===== config.mk =====
export PLATFORM = sky130hd
export DESIGN_NAME = bnn_seq_ctrl
export DESIGN_NICKNAME = d
export VERILOG_FILES = /design/src/rtl/bnn_seq_ctrl_pkg.sv /design/src/rtl/bnn_seq_ctrl_argmax_tracker.sv /design/src/rtl/bnn_seq_ctrl.sv
export SDC_FILE = /design/constraint.sdc
export NUM_CORES = 1
export LEC_CHECK = 0
export ABC_AREA = 1
export ABC_CLOCK_PERIOD_IN_PS = 5800
export CAP_MARGIN = 20
export CORE_AREA = 3 3 433 435
export DETAILED_ROUTE_END_ITERATION = 10
export DIE_AREA = 0 0 436 438
export HOLD_SLACK_MARGIN = 0.02
export PLACE_DENSITY = 0.4
export SLEW_MARGIN = 20
export SYNTH_ARGS = -nofsm -noshare
export SYNTH_HDL_FRONTEND = slang
export SYNTH_HIERARCHICAL = 1
export SYNTH_SLANG_ARGS = --single-unit

===== constraint.sdc =====
create_clock -name clk -period 5.8 [get_ports clk]
set_clock_uncertainty 0.15 [all_clocks]
set_input_delay 1.16 -clock clk [delete_from_list [all_inputs] [get_ports clk]]
set_output_delay 1.16 -clock clk [all_outputs]
set_load 0.03 [all_outputs]

===== src/rtl/bnn_seq_ctrl_pkg.sv =====
`default_nettype none
// ============================================================================
// Module   : bnn_seq_pkg
// Purpose  : Shared types and width helpers for the BNN inference sequencer.
//            Holds the controller state encoding, index/prediction width
//            helpers and the default signed-sum width.
// Ports    : none (package)
// Revision : 1.0 - initial release
// ============================================================================
package bnn_seq_pkg;

    localparam int DEFAULT_SUM_BITS = 16;

    typedef enum logic [1:0] {
        IDLE  = 2'd0,
        ISSUE = 2'd1,
        WAIT  = 2'd2,
        DONE  = 2'd3
    } state_t;

    // $clog2 returns 0 for a count of 1; a zero-width bus is not legal.
    function automatic int clog2_min1(input int n);
        return (n > 1) ? $clog2(n) : 1;
    endfunction

    // Neuron index must cover whichever layer is larger.
    function automatic int IDX_W(input int hidden_cnt, input int class_cnt);
        int h_w;
        int c_w;
        h_w = clog2_min1(hidden_cnt);
        c_w = clog2_min1(class_cnt);
        return (h_w > c_w) ? h_w : c_w;
    endfunction

    function automatic int PRED_W(input int class_cnt);
        return clog2_min1(class_cnt);
    endfunction

endpackage
`default_nettype wire


===== src/rtl/bnn_seq_ctrl_argmax_tracker.sv =====
`default_nettype none
// ============================================================================
// Module   : argmax_tracker
// Purpose  : Running signed argmax over the class-neuron sums. Index 0 always
//            loads; later indices replace the best only when strictly
//            greater, so ties resolve to the lowest index.
// Ports    : clk, rst (sync, active-low)
//            clear            - restart tracking for a new inference
//            valid            - value/index pair presented this cycle
//            value [SUM_BITS] - signed class sum
//            index [IDX_BITS] - class index of value
//            best_idx/best_sum- current winner
// Revision : 1.0 - initial release
// ============================================================================
module argmax_tracker
    import bnn_seq_pkg::*;
#(
    parameter int IDX_BITS = 3,
    parameter int SUM_BITS = DEFAULT_SUM_BITS
) (
    input  logic                       clk,
    input  logic                       rst,
    input  logic                       clear,
    input  logic                       valid,
    input  logic signed [SUM_BITS-1:0] value,
    input  logic        [IDX_BITS-1:0] index,
    output logic        [IDX_BITS-1:0] best_idx,
    output logic signed [SUM_BITS-1:0] best_sum
);

    always_ff @(posedge clk) begin
        if (!rst || clear) begin
            best_idx <= '0;
            best_sum <= '0;
        end else if (valid && ((index == '0) || (value > best_sum))) begin
            best_idx <= index;
            best_sum <= value;
        end
    end

endmodule
`default_nettype wire


===== src/rtl/bnn_seq_ctrl.sv =====
`default_nettype none
// ============================================================================
// Module   : bnn_seq_ctrl
// Purpose  : Sequencer for the serial BNN datapath. Latches one feature
//            vector, issues every hidden neuron then every class neuron to a
//            shared XNOR-popcount engine, binarises hidden sums, tracks the
//            class argmax and returns the predicted class. A watchdog aborts
//            the inference when the engine stalls.
// Ports    : clk, rst (sync, active-low)
//            in_valid/in_ready/features      - feature vector handshake
//            dp_features/dp_layer/dp_idx     - neuron request to datapath
//            dp_start/dp_done/dp_sum         - per-neuron handshake and sum
//            hidden_bits                     - binarised hidden activations
//            out_valid/out_ready/prediction  - result handshake
//            timeout_err                     - last inference aborted
// Revision : 1.0 - initial release
// ============================================================================
module bnn_seq_ctrl
    import bnn_seq_pkg::*;
#(
    parameter int FEAT_CNT   = 128,
    parameter int FEAT_BITS  = 4,
    parameter int HIDDEN_CNT = 40,
    parameter int CLASS_CNT  = 6,
    parameter int SUM_BITS   = DEFAULT_SUM_BITS,
    parameter int TIMEOUT    = 255
) (
    input  logic                                        clk,
    input  logic                                        rst,
    input  logic                                        in_valid,
    output logic                                        in_ready,
    input  logic [FEAT_CNT*FEAT_BITS-1:0]               features,
    output logic [FEAT_CNT*FEAT_BITS-1:0]               dp_features,
    output logic                                        dp_layer,
    output logic [IDX_W(HIDDEN_CNT, CLASS_CNT)-1:0]     dp_idx,
    output logic                                        dp_start,
    input  logic                                        dp_done,
    input  logic signed [SUM_BITS-1:0]                  dp_sum,
    output logic [HIDDEN_CNT-1:0]                       hidden_bits,
    output logic                                        out_valid,
    input  logic                                        out_ready,
    output logic [PRED_W(CLASS_CNT)-1:0]                prediction,
    output logic                                        timeout_err
);

    localparam int IDX_BITS  = IDX_W(HIDDEN_CNT, CLASS_CNT);
    localparam int PRED_BITS = PRED_W(CLASS_CNT);
    localparam int WD_BITS   = (TIMEOUT > 0) ? $clog2(TIMEOUT + 1) : 1;

    localparam logic [IDX_BITS-1:0] LAST_HIDDEN = IDX_BITS'(HIDDEN_CNT - 1);
    localparam logic [IDX_BITS-1:0] LAST_CLASS  = IDX_BITS'(CLASS_CNT - 1);
    // Abort fires on the TIMEOUT-th WAIT cycle; the counter starts at 0.
    localparam logic [WD_BITS-1:0]  WD_LAST     = WD_BITS'((TIMEOUT > 0) ? TIMEOUT - 1 : 0);
    localparam logic [WD_BITS-1:0]  WD_MAX      = WD_BITS'(TIMEOUT);

    state_t                          r_state;
    state_t                          w_state_next;
    logic                            r_layer;
    logic [IDX_BITS-1:0]             r_idx;
    logic [WD_BITS-1:0]              r_wd_cnt;
    logic [FEAT_CNT*FEAT_BITS-1:0]   r_features;
    logic [HIDDEN_CNT-1:0]           r_hidden;
    logic [PRED_BITS-1:0]            r_pred;
    logic                            r_timeout_err;

    logic                            w_accept;
    logic                            w_neuron_done;
    logic                            w_timeout;
    logic                            w_wd_hit;
    logic                            w_last_hidden;
    logic                            w_last_class;
    logic                            w_class_take;
    logic [PRED_BITS-1:0]            w_best_idx;
    logic signed [SUM_BITS-1:0]      w_best_sum;

    assign w_last_hidden = !r_layer && (r_idx == LAST_HIDDEN);
    assign w_last_class  =  r_layer && (r_idx == LAST_CLASS);
    assign w_wd_hit      = (TIMEOUT != 0) && (r_wd_cnt == WD_LAST);

    // The tracker only registers the last class sum on the same edge that
    // enters DONE, so the final winner is resolved here from the same rule.
    assign w_class_take  = (r_idx == '0) || (dp_sum > w_best_sum);

    always_ff @(posedge clk) begin
        if (!rst) begin
            r_state <= IDLE;
        end else begin
            r_state <= w_state_next;
        end
    end

    always_comb begin
        w_state_next  = r_state;
        in_ready      = 1'b0;
        out_valid     = 1'b0;
        dp_start      = 1'b0;
        w_accept      = 1'b0;
        w_neuron_done = 1'b0;
        w_timeout     = 1'b0;
        case (r_state)
            IDLE: begin
                in_ready = 1'b1;
                if (in_valid) begin
                    w_accept     = 1'b1;
                    w_state_next = ISSUE;
                end
            end
            ISSUE: begin
                dp_start     = 1'b1;
                w_state_next = WAIT;
            end
            WAIT: begin
                if (dp_done) begin
                    w_neuron_done = 1'b1;
                    w_state_next  = w_last_class ? DONE : ISSUE;
                end else if (w_wd_hit) begin
                    w_timeout    = 1'b1;
                    w_state_next = DONE;
                end
            end
            DONE: begin
                out_valid = 1'b1;
                if (out_ready) begin
                    w_state_next = IDLE;
                end
            end
            default: w_state_next = IDLE;
        endcase
    end

    always_ff @(posedge clk) begin
        if (!rst) begin
            r_layer       <= 1'b0;
            r_idx         <= '0;
            r_wd_cnt      <= '0;
            r_features    <= '0;
            r_hidden      <= '0;
            r_pred        <= '0;
            r_timeout_err <= 1'b0;
        end else begin
            if (w_accept) begin
                r_features    <= features;
                r_hidden      <= '0;
                r_timeout_err <= 1'b0;
                r_layer       <= 1'b0;
                r_idx         <= '0;
            end

            if (r_state == ISSUE) begin
                r_wd_cnt <= '0;
            end else if ((r_state == WAIT) && (r_wd_cnt != WD_MAX)) begin
                r_wd_cnt <= r_wd_cnt + WD_BITS'(1);
            end

            if (w_neuron_done) begin
                if (!r_layer) begin
                    // Sign bit clear means sum >= 0, which binarises to 1.
                    r_hidden[r_idx] <= ~dp_sum[SUM_BITS-1];
                end
                if (w_last_hidden) begin
                    r_layer <= 1'b1;
                    r_idx   <= '0;
                end else if (w_last_class) begin
                    r_pred  <= w_class_take ? r_idx[PRED_BITS-1:0] : w_best_idx;
                end else begin
                    r_idx   <= r_idx + IDX_BITS'(1);
                end
            end

            if (w_timeout) begin
                r_timeout_err <= 1'b1;
                r_pred        <= '0;
            end
        end
    end

    argmax_tracker #(
        .IDX_BITS (PRED_BITS),
        .SUM_BITS (SUM_BITS)
    ) u_argmax (
        .clk      (clk),
        .rst      (rst),
        .clear    (w_accept),
        .valid    (w_neuron_done && r_layer),
        .value    (dp_sum),
        .index    (r_idx[PRED_BITS-1:0]),
        .best_idx (w_best_idx),
        .best_sum (w_best_sum)
    );

    // Layer select is forced low outside an active neuron request.
    assign dp_layer    = r_layer && ((r_state == ISSUE) || (r_state == WAIT));
    assign dp_idx      = r_idx;
    assign dp_features = r_features;
    assign hidden_bits = r_hidden;
    assign prediction  = r_pred;
    assign timeout_err = r_timeout_err;

endmodule
`default_nettype wire


==> results of run 1 <==
## flip-flops by register name, summed over array words and instances (netlist names)
name,count
u_argmax/best_idx,3
prediction,3
dp_features,512
timeout_err,1
r_wd_cnt,8
r_layer,1
u_argmax/best_sum,16
r_state,2
dp_idx,6
hidden_bits,40
## tightest hold or removal path, delay by kind of cell (launching register included)
kind / cells / cell delay [ns]
flip-flops: 1 / 0.31
AND/OR/NAND/NOR: 1 / 0.06
AO/OA/AOI/OAI: 1 / 0.05
## layer usage
metal	part of all wire	track usage	routed length (um)
met1	0.41	0.170	59400
met2	0.49	0.254	71800
met3	0.077	0.0534	11200
met4	0.022	0.0341	3140
met5	0.0024	0	351
## cells by family (layout without fill, tap and decap cells)
kind of cell	count (synthesis)	count (layout)	synth area share
compound gates	661	661	0.160
xor+xnor	1	1	0.000398
fa+ha+maj	41	41	0.0233
buf+inv	306	1400	0.0544
flops	592	592	0.538
other cells	0	33	0
simple gates	1257	1257	0.224
## report_power, final
group	total (uW)	leakage (uW)	internal (uW)	switching [uW]
registers	5680	0.00488	5090	587
clock network	5160	0.00131	3050	2110
logic	7780	0.00793	2740	5040
total	18600	0.0141	10900	7730
## final timing paths
| path | end | depth (start not counted) |
|---|---|---|
| min reg2reg | hidden_bits[26] | 2 |
| max reg2reg | dp_features[106] | 6 |
| max | dp_layer | 5 |
| min | hidden_bits[26] | 2 |
## layout make-up
cell class,instances,area share
Multi-Input combinational cell,1960,0.233
Clock inverter,29,0.0101
Tap cell,2464,0.0801
Inverter,111,0.0110
Antenna cell,33,0.00214
Timing Repair Buffer,1141,0.297
Sequential cell,592,0.308
Clock buffer,119,0.0592
## cells in the mapped netlist, drive strengths merged
cell type / n
nor3: 7
a2111oi: 1
nand2: 105
nand4: 8
buf: 47
a21oi: 69
inv: 110
nand3: 42
xor2: 1
a22oi: 17
clkbuf: 148
o21ai: 532
a31oi: 3
a211oi: 16
ha: 41
o21bai: 3
a31o: 1
a311oi: 17
a21o: 1
nor2: 1095
clkinv: 1
dfxtp: 592
o31ai: 1
## per-stage QoR
step | cells | instance area, um^2 | utilization | setup slack (ns) | hold slack (ns)
after floorplan | 2858 | 22000 | - | 3.03 | 0.295
after global placement | 6267 | 35700 | 0.195 | 1.67 | 0.305
after detailed placement | 6267 | 35700 | 0.195 | 1.85 | 0.311
after CTS | 6415 | 38400 | 0.209 | 2.09 | 0.328
after global routing | 6419 | 38400 | 0.209 | 2.10 | 0.341
final | 6449 | 38500 | 0.210 | 2.21 | 0.319
==> flow_metrics.tcl, run 1 <==
set metrics [dict create \
    status "finished, final reports clean" \
    gp_congestion 0.857 \
    cp_num_buf_inv 3 \
    grt_usage 0.146 \
    htreeDepth 3 \
    maxSlewHeadroom 0.148 \
    tns_ns 0 \
    core_area_mm2 0.183 \
    netlist_area_mm2 0.0220 \
    cp_top_family "buffers and inverters" \
    io_buffers 1098 \
    mostFrequentLayoutCells "clkdlybuf4s50_1, nor2_1, dfxtp_1" \
    gr-total-overflow 0 \
    clock-sinks 592 \
    p_leak_uw 0.0141 \
    n_fill_cell 20500 \
    hp-class "flop to flop" \
    grt_start_max_net_pins 150 \
    startpoint "r_state[0]" \
    vias_per_cell 3.61 \
    worst_path_max_delay_cell "clkdlybuf4s50_1" \
    fp.dieW_um 436 \
    die_area_mm2 0.191 \
    min-delay-start "hidden_bits[26]" \
    path_common_cell "inv_1" \
    cts_hold_buf 0 \
    final-setup-viol-count 0 \
    die_h_um 438 \
    critPathLaunchType "flop" \
    drtIter0Drc 1386 \
    hold_viol 0 \
    rr_startpoint "r_state[0]" \
    cts_resized 0 \
    syn_nets 3432 \
    crit_type "flop to output pin" \
    synth_area_per_cell_um2 7.70 \
    worstPathRequired_ns 4.49 \
    cp_slowest_stage_delay_ns 0.72 \
    tightestPinTransition_ns 1.26 \
    yosys_register_bits 592 \
    insertion_delay_ns 0.66 \
    wl_um 146000 \
    power_density_mw_per_mm2 483 \
    synthCells 2858 \
    final_common_cell "clkdlybuf4s50_1" \
    rsz0062_at_grt "no" \
    seq_area_mm2 0.0119 \
    ys.warnings.count 6 \
    drive_above_1_share 0.0536 \
    cts_buffers 80 \
    num_vias 23300 \
    grt_antenna_before_repair 87 \
    grt_pass1_wl_um 196000 \
    initial_core_util 0.120 \
    antenna_left 0 \
    multi_input_area_mm2 0.00898 \
    synth_top_cell_area_share 0.538 \
    end_kind "output pin" \
    dr.pass1.iters 5 \
    min_period_ns 3.59 \
    synth_largest_area_cell "dfxtp_1" \
    area_delta_synth_final_pct 74.9 \
    cts_setup_buffers 0 \
    cts_tree "built" \
    crit_path_max_fanout 5 \
    clockBufferDepth 3 \
    dp_hpwl_um 117000 \
    post-route-period-util 0.619 \
    ios 1099 \
    ys_types 40 \
    finalPower_uw 18600 \
    peakVddDrop_v 0.000201 \
    fp-row-count 157 \
    fin_nets 4460 \
    drc_errors 0 \
    timing.fmax_mhz 278 \
    synth_area_leaders "dfxtp_1, nor2_1, o21ai_0" \
    yosysSeqAreaShare 0.538 \
    cp.arrival_ns 2.28 \
    clk_pin_slew_worst_paths_ns 0.06 \
    cap_violations 0 \
    clockRootBuffer "clkbuf_16" \
    drv_slew 0 \
    wl_per_cell_um 22.6 \
    r2r_setup_slack_ns 2.95 \
    grt_pass1_vias 22900 \
    cp_cell_sequence "inv_1, ha_1, nand2_1, inv_1, clkdlybuf4s50_1" \
]
(Power assumes the default switching activity.)
==> run 2: changes to the inputs <==
ABC_CLOCK_PERIOD_IN_PS = 3200   (was 5800)
CORE_AREA = 3 3 432 434   (was 3 3 433 435)
DIE_AREA = 0 0 435 437   (was 0 0 436 438)
PLACE_DENSITY = 0.41   (was 0.4)
clock period = 3.2 ns   (was 5.8 ns; I/O delays follow)
==> run 2 against run 1 <==
Compared with the run above: worst setup slack worse by 2.0 ns; via count is 1.1% higher; sequential share of layout area is 0.66 points lower; design area is 2.2% higher; clock-buffer cell count is 5 higher; combinational power is 86% higher; cell count is 0.90% higher; critical endpoint is now in_ready; total power is 86% higher; sequential power is 81% higher; highest routed layer unchanged; non-clock buffer count is 59 higher; flip-flop and latch count stayed put.
==> flow_metrics.tcl, run 2 (synthesis results as in run 1) <==
set metrics [dict create \
    cts_buffers 84 \
    worstPathRequired_ns 2.41 \
    drc_errors 0 \
    n_fill_cell 20500 \
    antenna_left 0 \
    fp-row-count 157 \
    cts_tree "built" \
    pre_cts_ws_ns 0.237 \
    cp.arrival_ns 2.20 \
    grt_antenna_before_repair 79 \
    r2r-end "u_argmax/best_sum[13]" \
    insertion_delay_ns 0.69 \
    min_period_ns 2.99 \
    reg2regPathDepth 15 \
    placed_area_mm2 0.0364 \
    initial_core_util 0.120 \
    rr_startpoint "u_argmax/best_sum[7]" \
    power_density_mw_per_mm2 878 \
    clk_pin_slew_worst_paths_ns 0.06 \
    fp.dieW_um 435 \
    hold_viol 0 \
    p_leak_uw 0.0146 \
    clock-sinks 592 \
    die_h_um 437 \
    grt_pass1_vias 23100 \
    cts_setup_buffers 0 \
    wl_um 147000 \
    peakVddDrop_v 0.000402 \
    clockRootBuffer "clkbuf_16" \
    fin_ws_ns 0.206 \
    ios 1099 \
    final_common_cell "clkdlybuf4s50_1" \
    grt_pass1_wl_um 198000 \
    htreeDepth 3 \
    dp.cells 6327 \
    drv_slew 0 \
    critPathLaunchType "flop" \
    r2r_setup_slack_ns 0.90 \
    drive_above_1_share 0.0712 \
    endpoint "in_ready" \
    crit_path_max_fanout 4 \
    die_area_mm2 0.190 \
    core_area_mm2 0.183 \
    largest_reg_flops 512 \
    timing.fmax_mhz 334 \
    wl_per_cell_um 22.6 \
    fin_cells 6507 \
    dr.pass1.iters 5 \
    crit_type "flop to output pin" \
    fin_area_mm2 0.0394 \
    dp_hpwl_um 120000 \
    post-route-period-util 0.936 \
    end_kind "output pin" \
    grt_start_max_net_pins 91 \
    num_vias 23500 \
    hp-class "input port to flop" \
    vias_per_cell 3.62 \
    clockBufferDepth 3 \
    drtIter0Drc 1348 \
    rsz0062_at_grt "no" \
    tightestPinTransition_ns 0.716 \
    area_delta_synth_final_pct 78.8 \
    status "finished, final reports clean" \
    io_buffers 1098 \
    gr-total-overflow 0 \
    startpoint "r_state[1]" \
    mostFrequentLayoutCells "clkdlybuf4s50_1, nor2_1, dfxtp_1" \
    final-setup-viol-count 0 \
    gp_congestion 0.870 \
    grt_usage 0.148 \
    maxSlewHeadroom 0.521 \
    fin_nets 4523 \
    tns_ns 0 \
    cap_violations 0 \
]
run 2: worst min path at each step:
stage | start | end | slack [ns] | cells past startpoint
finish | rst | dp_idx[1] | 0.31 | 3
global route | rst | dp_idx[1] | 0.25 | 3
CTS | rst | dp_idx[1] | 0.22 | 3
detailed placement | hidden_bits[39] | hidden_bits[39] | 0.31 | 2
global placement | hidden_bits[39] | hidden_bits[39] | 0.30 | 2
floorplan | r_wd_cnt[7] | r_wd_cnt[7] | 0.30 | 2
run 2: cell type report:
cell class / instances / area [um^2] / area share
Timing Repair Buffer: 1200 / 12100 / 0.306
Sequential cell: 592 / 11900 / 0.301
Multi-Input combinational cell: 1960 / 8980 / 0.228
Tap cell: 2464 / 3080 / 0.0783
Clock buffer: 124 / 2510 / 0.0639
Inverter: 111 / 425 / 0.0108
Clock inverter: 28 / 374 / 0.00951
Antenna cell: 28 / 70.1 / 0.00178
run 2: worst max-delay path: stages, from the launching register on:
cell and delay, ns:
dfxtp_1 0.34, inv_1 0.11, ha_1 0.28, clkdlybuf4s50_1 0.78
run 2: through the flow:
stage	power (uW)	hold slack [ns]	utilization
final	34500	0.308	0.215
after detailed placement	25300	0.310	0.199
after global routing	36500	0.254	0.215
after CTS	35400	0.217	0.215
after floorplan	17600	0.295	-
after global placement	25300	0.301	0.199
run 2: what timing repair did:
action,in CTS,in global routing
endpoints found under the setup margin,1,0
hold buffers,0,0
gates resized for setup,1,0
run 2: layer usage:
layer	GRT usage	part of all wire	vias up
met3	0.0521	0.076	168
met5	0	0.0020	-
met1	0.172	0.40	11100
met2	0.260	0.50	745
li1	-	-	11500
met4	0.0357	0.022	46
run 2: power by group:
part | switching, uW | leakage (uW) | internal, uW
Sequential | 1040 | 0.00488 | 9230
Combinational | 9170 | 0.00829 | 5320
Clock | 3910 | 0.00142 | 5870
==> run 3: changes to the inputs <==
ABC_CLOCK_PERIOD_IN_PS = 3460   (was 3200)
CORE_AREA = 3 3 433 435   (was 3 3 432 434)
DIE_AREA = 0 0 436 438   (was 0 0 435 437)
PLACE_DENSITY = 0.4   (was 0.41)
clock period = 3.46 ns   (was 3.2 ns; I/O delays follow)
==> run 3 against run 2 <==
Compared with the run above: hold slack got worse by 0.090 ns; global-route usage shrank 0.13 points; non-clock buffer count decreased by 18; critical path depth increased by 2; routed wire length about the same; register-to-register slack gained 0.17 ns; via count fell by 0.66%; critical endpoint is now dp_layer; largest power group unchanged.
==> flow_metrics.tcl, run 3 (synthesis results as in run 1) <==
set metrics [dict create \
    vias_per_cell 3.60 \
    power.internal_uw 18700 \
    cp_slowest_stage_delay_ns 0.71 \
    tightestPinTransition_ns 0.779 \
    n_fill_cell 20600 \
    switchingPower_uw 13000 \
    fin_nets 4502 \
    status "finished, final reports clean" \
    path_common_cell "inv_1" \
    grt_start_max_net_pins 98 \
    grt_pass1_wl_um 195000 \
    hold_slack_ns 0.219 \
    drv_slew 0 \
    cts_hold_buf 0 \
    worstPathRequired_ns 2.62 \
    crit_type "flop to output pin" \
    power_density_mw_per_mm2 812 \
    dr.pass1.iters 6 \
    peakVddDrop_v 0.000429 \
    maxSlewHeadroom 0.480 \
    cts_tree "built" \
    end_kind "output pin" \
    die_h_um 438 \
    fin_ws_ns 0.366 \
    cp.arrival_ns 2.25 \
    p_leak_uw 0.0144 \
    drc_errors 0 \
    antenna_left 0 \
    htreeDepth 3 \
    p_seq_frac 0.299 \
    fp.dieW_um 436 \
    min-delay-start "rst" \
    drtIter0Drc 1196 \
    initial_core_util 0.120 \
    crit_path_max_fanout 5 \
    p_clk_frac 0.279 \
    cts_resized 0 \
    clockBufferDepth 3 \
    clock-sinks 592 \
    largest_reg_flops 512 \
    grt_pass1_vias 22700 \
    dp_hpwl_um 119000 \
    rsz0062_at_grt "no" \
    cp_top_family "buffers and inverters" \
    cp_cell_sequence "inv_1, ha_1, nand2_1, inv_1, clkdlybuf4s50_1" \
    startpoint "r_state[0]" \
    rr_startpoint "r_state[0]" \
    critPathLaunchType "flop" \
    final_common_cell "clkdlybuf4s50_1" \
    pre_cts_ws_ns 0.501 \
    die_area_mm2 0.191 \
    ios 1099 \
    drive_above_1_share 0.0627 \
    cap_violations 0 \
    gp_congestion 0.840 \
    io_buffers 1098 \
    fin_area_mm2 0.0391 \
    wl_um 147000 \
    mostFrequentLayoutCells "clkdlybuf4s50_1, nor2_1, dfxtp_1" \
    post-route-period-util 0.894 \
    final-setup-viol-count 0 \
    grt_usage 0.147 \
    insertion_delay_ns 0.69 \
    wl_per_cell_um 22.7 \
    hp-class "input port to flop" \
    cts_buffers 81 \
    p_sw_frac 0.410 \
    min_period_ns 3.09 \
    worst_path_max_delay_cell "clkdlybuf4s50_1" \
    area_delta_synth_final_pct 77.4 \
    placed_area_mm2 0.0362 \
    fp-row-count 157 \
    clockRootBuffer "clkbuf_16" \
    power_frac_comb 0.422 \
    core_area_mm2 0.183 \
    timing.fmax_mhz 323 \
    cts_setup_buffers 0 \
    clk_pin_slew_worst_paths_ns 0.06 \
    grt_antenna_before_repair 104 \
    hold_viol 0 \
    tns_ns 0 \
    gr-total-overflow 0 \
    num_vias 23400 \
    cp_num_buf_inv 3 \
]
[run 3: changes by cell type in the layout (fill, tap and decap cells not counted), moves of 3 or more]
cell and change:
clkinv_4 -4, diode_2 +7, buf_4 -15, bufinv_16 +4
clkbuf_16 -3, buf_12 -3, clkbuf_1 +8, clkbuf_8 -14
[run 3: routing by layer]
| metal | global-route usage | share of wire | vias up |
|---|---|---|---|
| met5 | 0 | 0.0027 | - |
| met1 | 0.168 | 0.39 | 10800 |
| met3 | 0.0547 | 0.089 | 232 |
| met2 | 0.245 | 0.47 | 805 |
| li1 | - | - | 11500 |
| met4 | 0.0622 | 0.039 | 60 |
[run 3: worst min-delay path, cell delays in order]
cell,delay (ns)
buf_8,0.17
o21ai_1,0.10
a21oi_1,0.04
[run 3: final cells by class]
cell class / count / area [um^2] / share of cell area
Clock buffer: 115 / 2280 / 0.0583
Clock inverter: 27 / 467 / 0.0119
Sequential cell: 592 / 11900 / 0.303
Tap cell: 2464 / 3080 / 0.0789
Inverter: 111 / 425 / 0.0109
Multi-Input combinational cell: 1960 / 8980 / 0.230
Timing Repair Buffer: 1182 / 11900 / 0.304
Antenna cell: 35 / 87.6 / 0.00224
[run 3: path summary, 6_finish.rpt]
| kind | end | slack, ns | cells past startpoint |
|---|---|---|---|
| max reg2reg | dp_features[23] | 1.07 | 7 |
| max | dp_layer | 0.37 | 5 |
| min reg2reg | hidden_bits[39] | 0.32 | 2 |
| min | hidden_bits[1] | 0.22 | 3 |
[run 3: power by group through the flow]
stage          clock network [uW]  registers [uW]  logic (uW)
6_report                     8860            9490       13400
4_1_cts                      9230            9500       13700
3_5_place_dp                    0            9620       13700
2_1_floorplan                   0           12800        3520
5_1_grt                      9460            9690       14300
3_3_place_gp                    0            9580       13700
[run 3: per-stage QoR]
stage | instances | total power (uW) | utilization
CTS | 6451 | 32500 | 0.212
global route | 6454 | 33500 | 0.212
global placement | 6309 | 23300 | 0.197
floorplan | 2858 | 16300 | -
finish | 6486 | 31700 | 0.213
detailed placement | 6309 | 23300 | 0.197
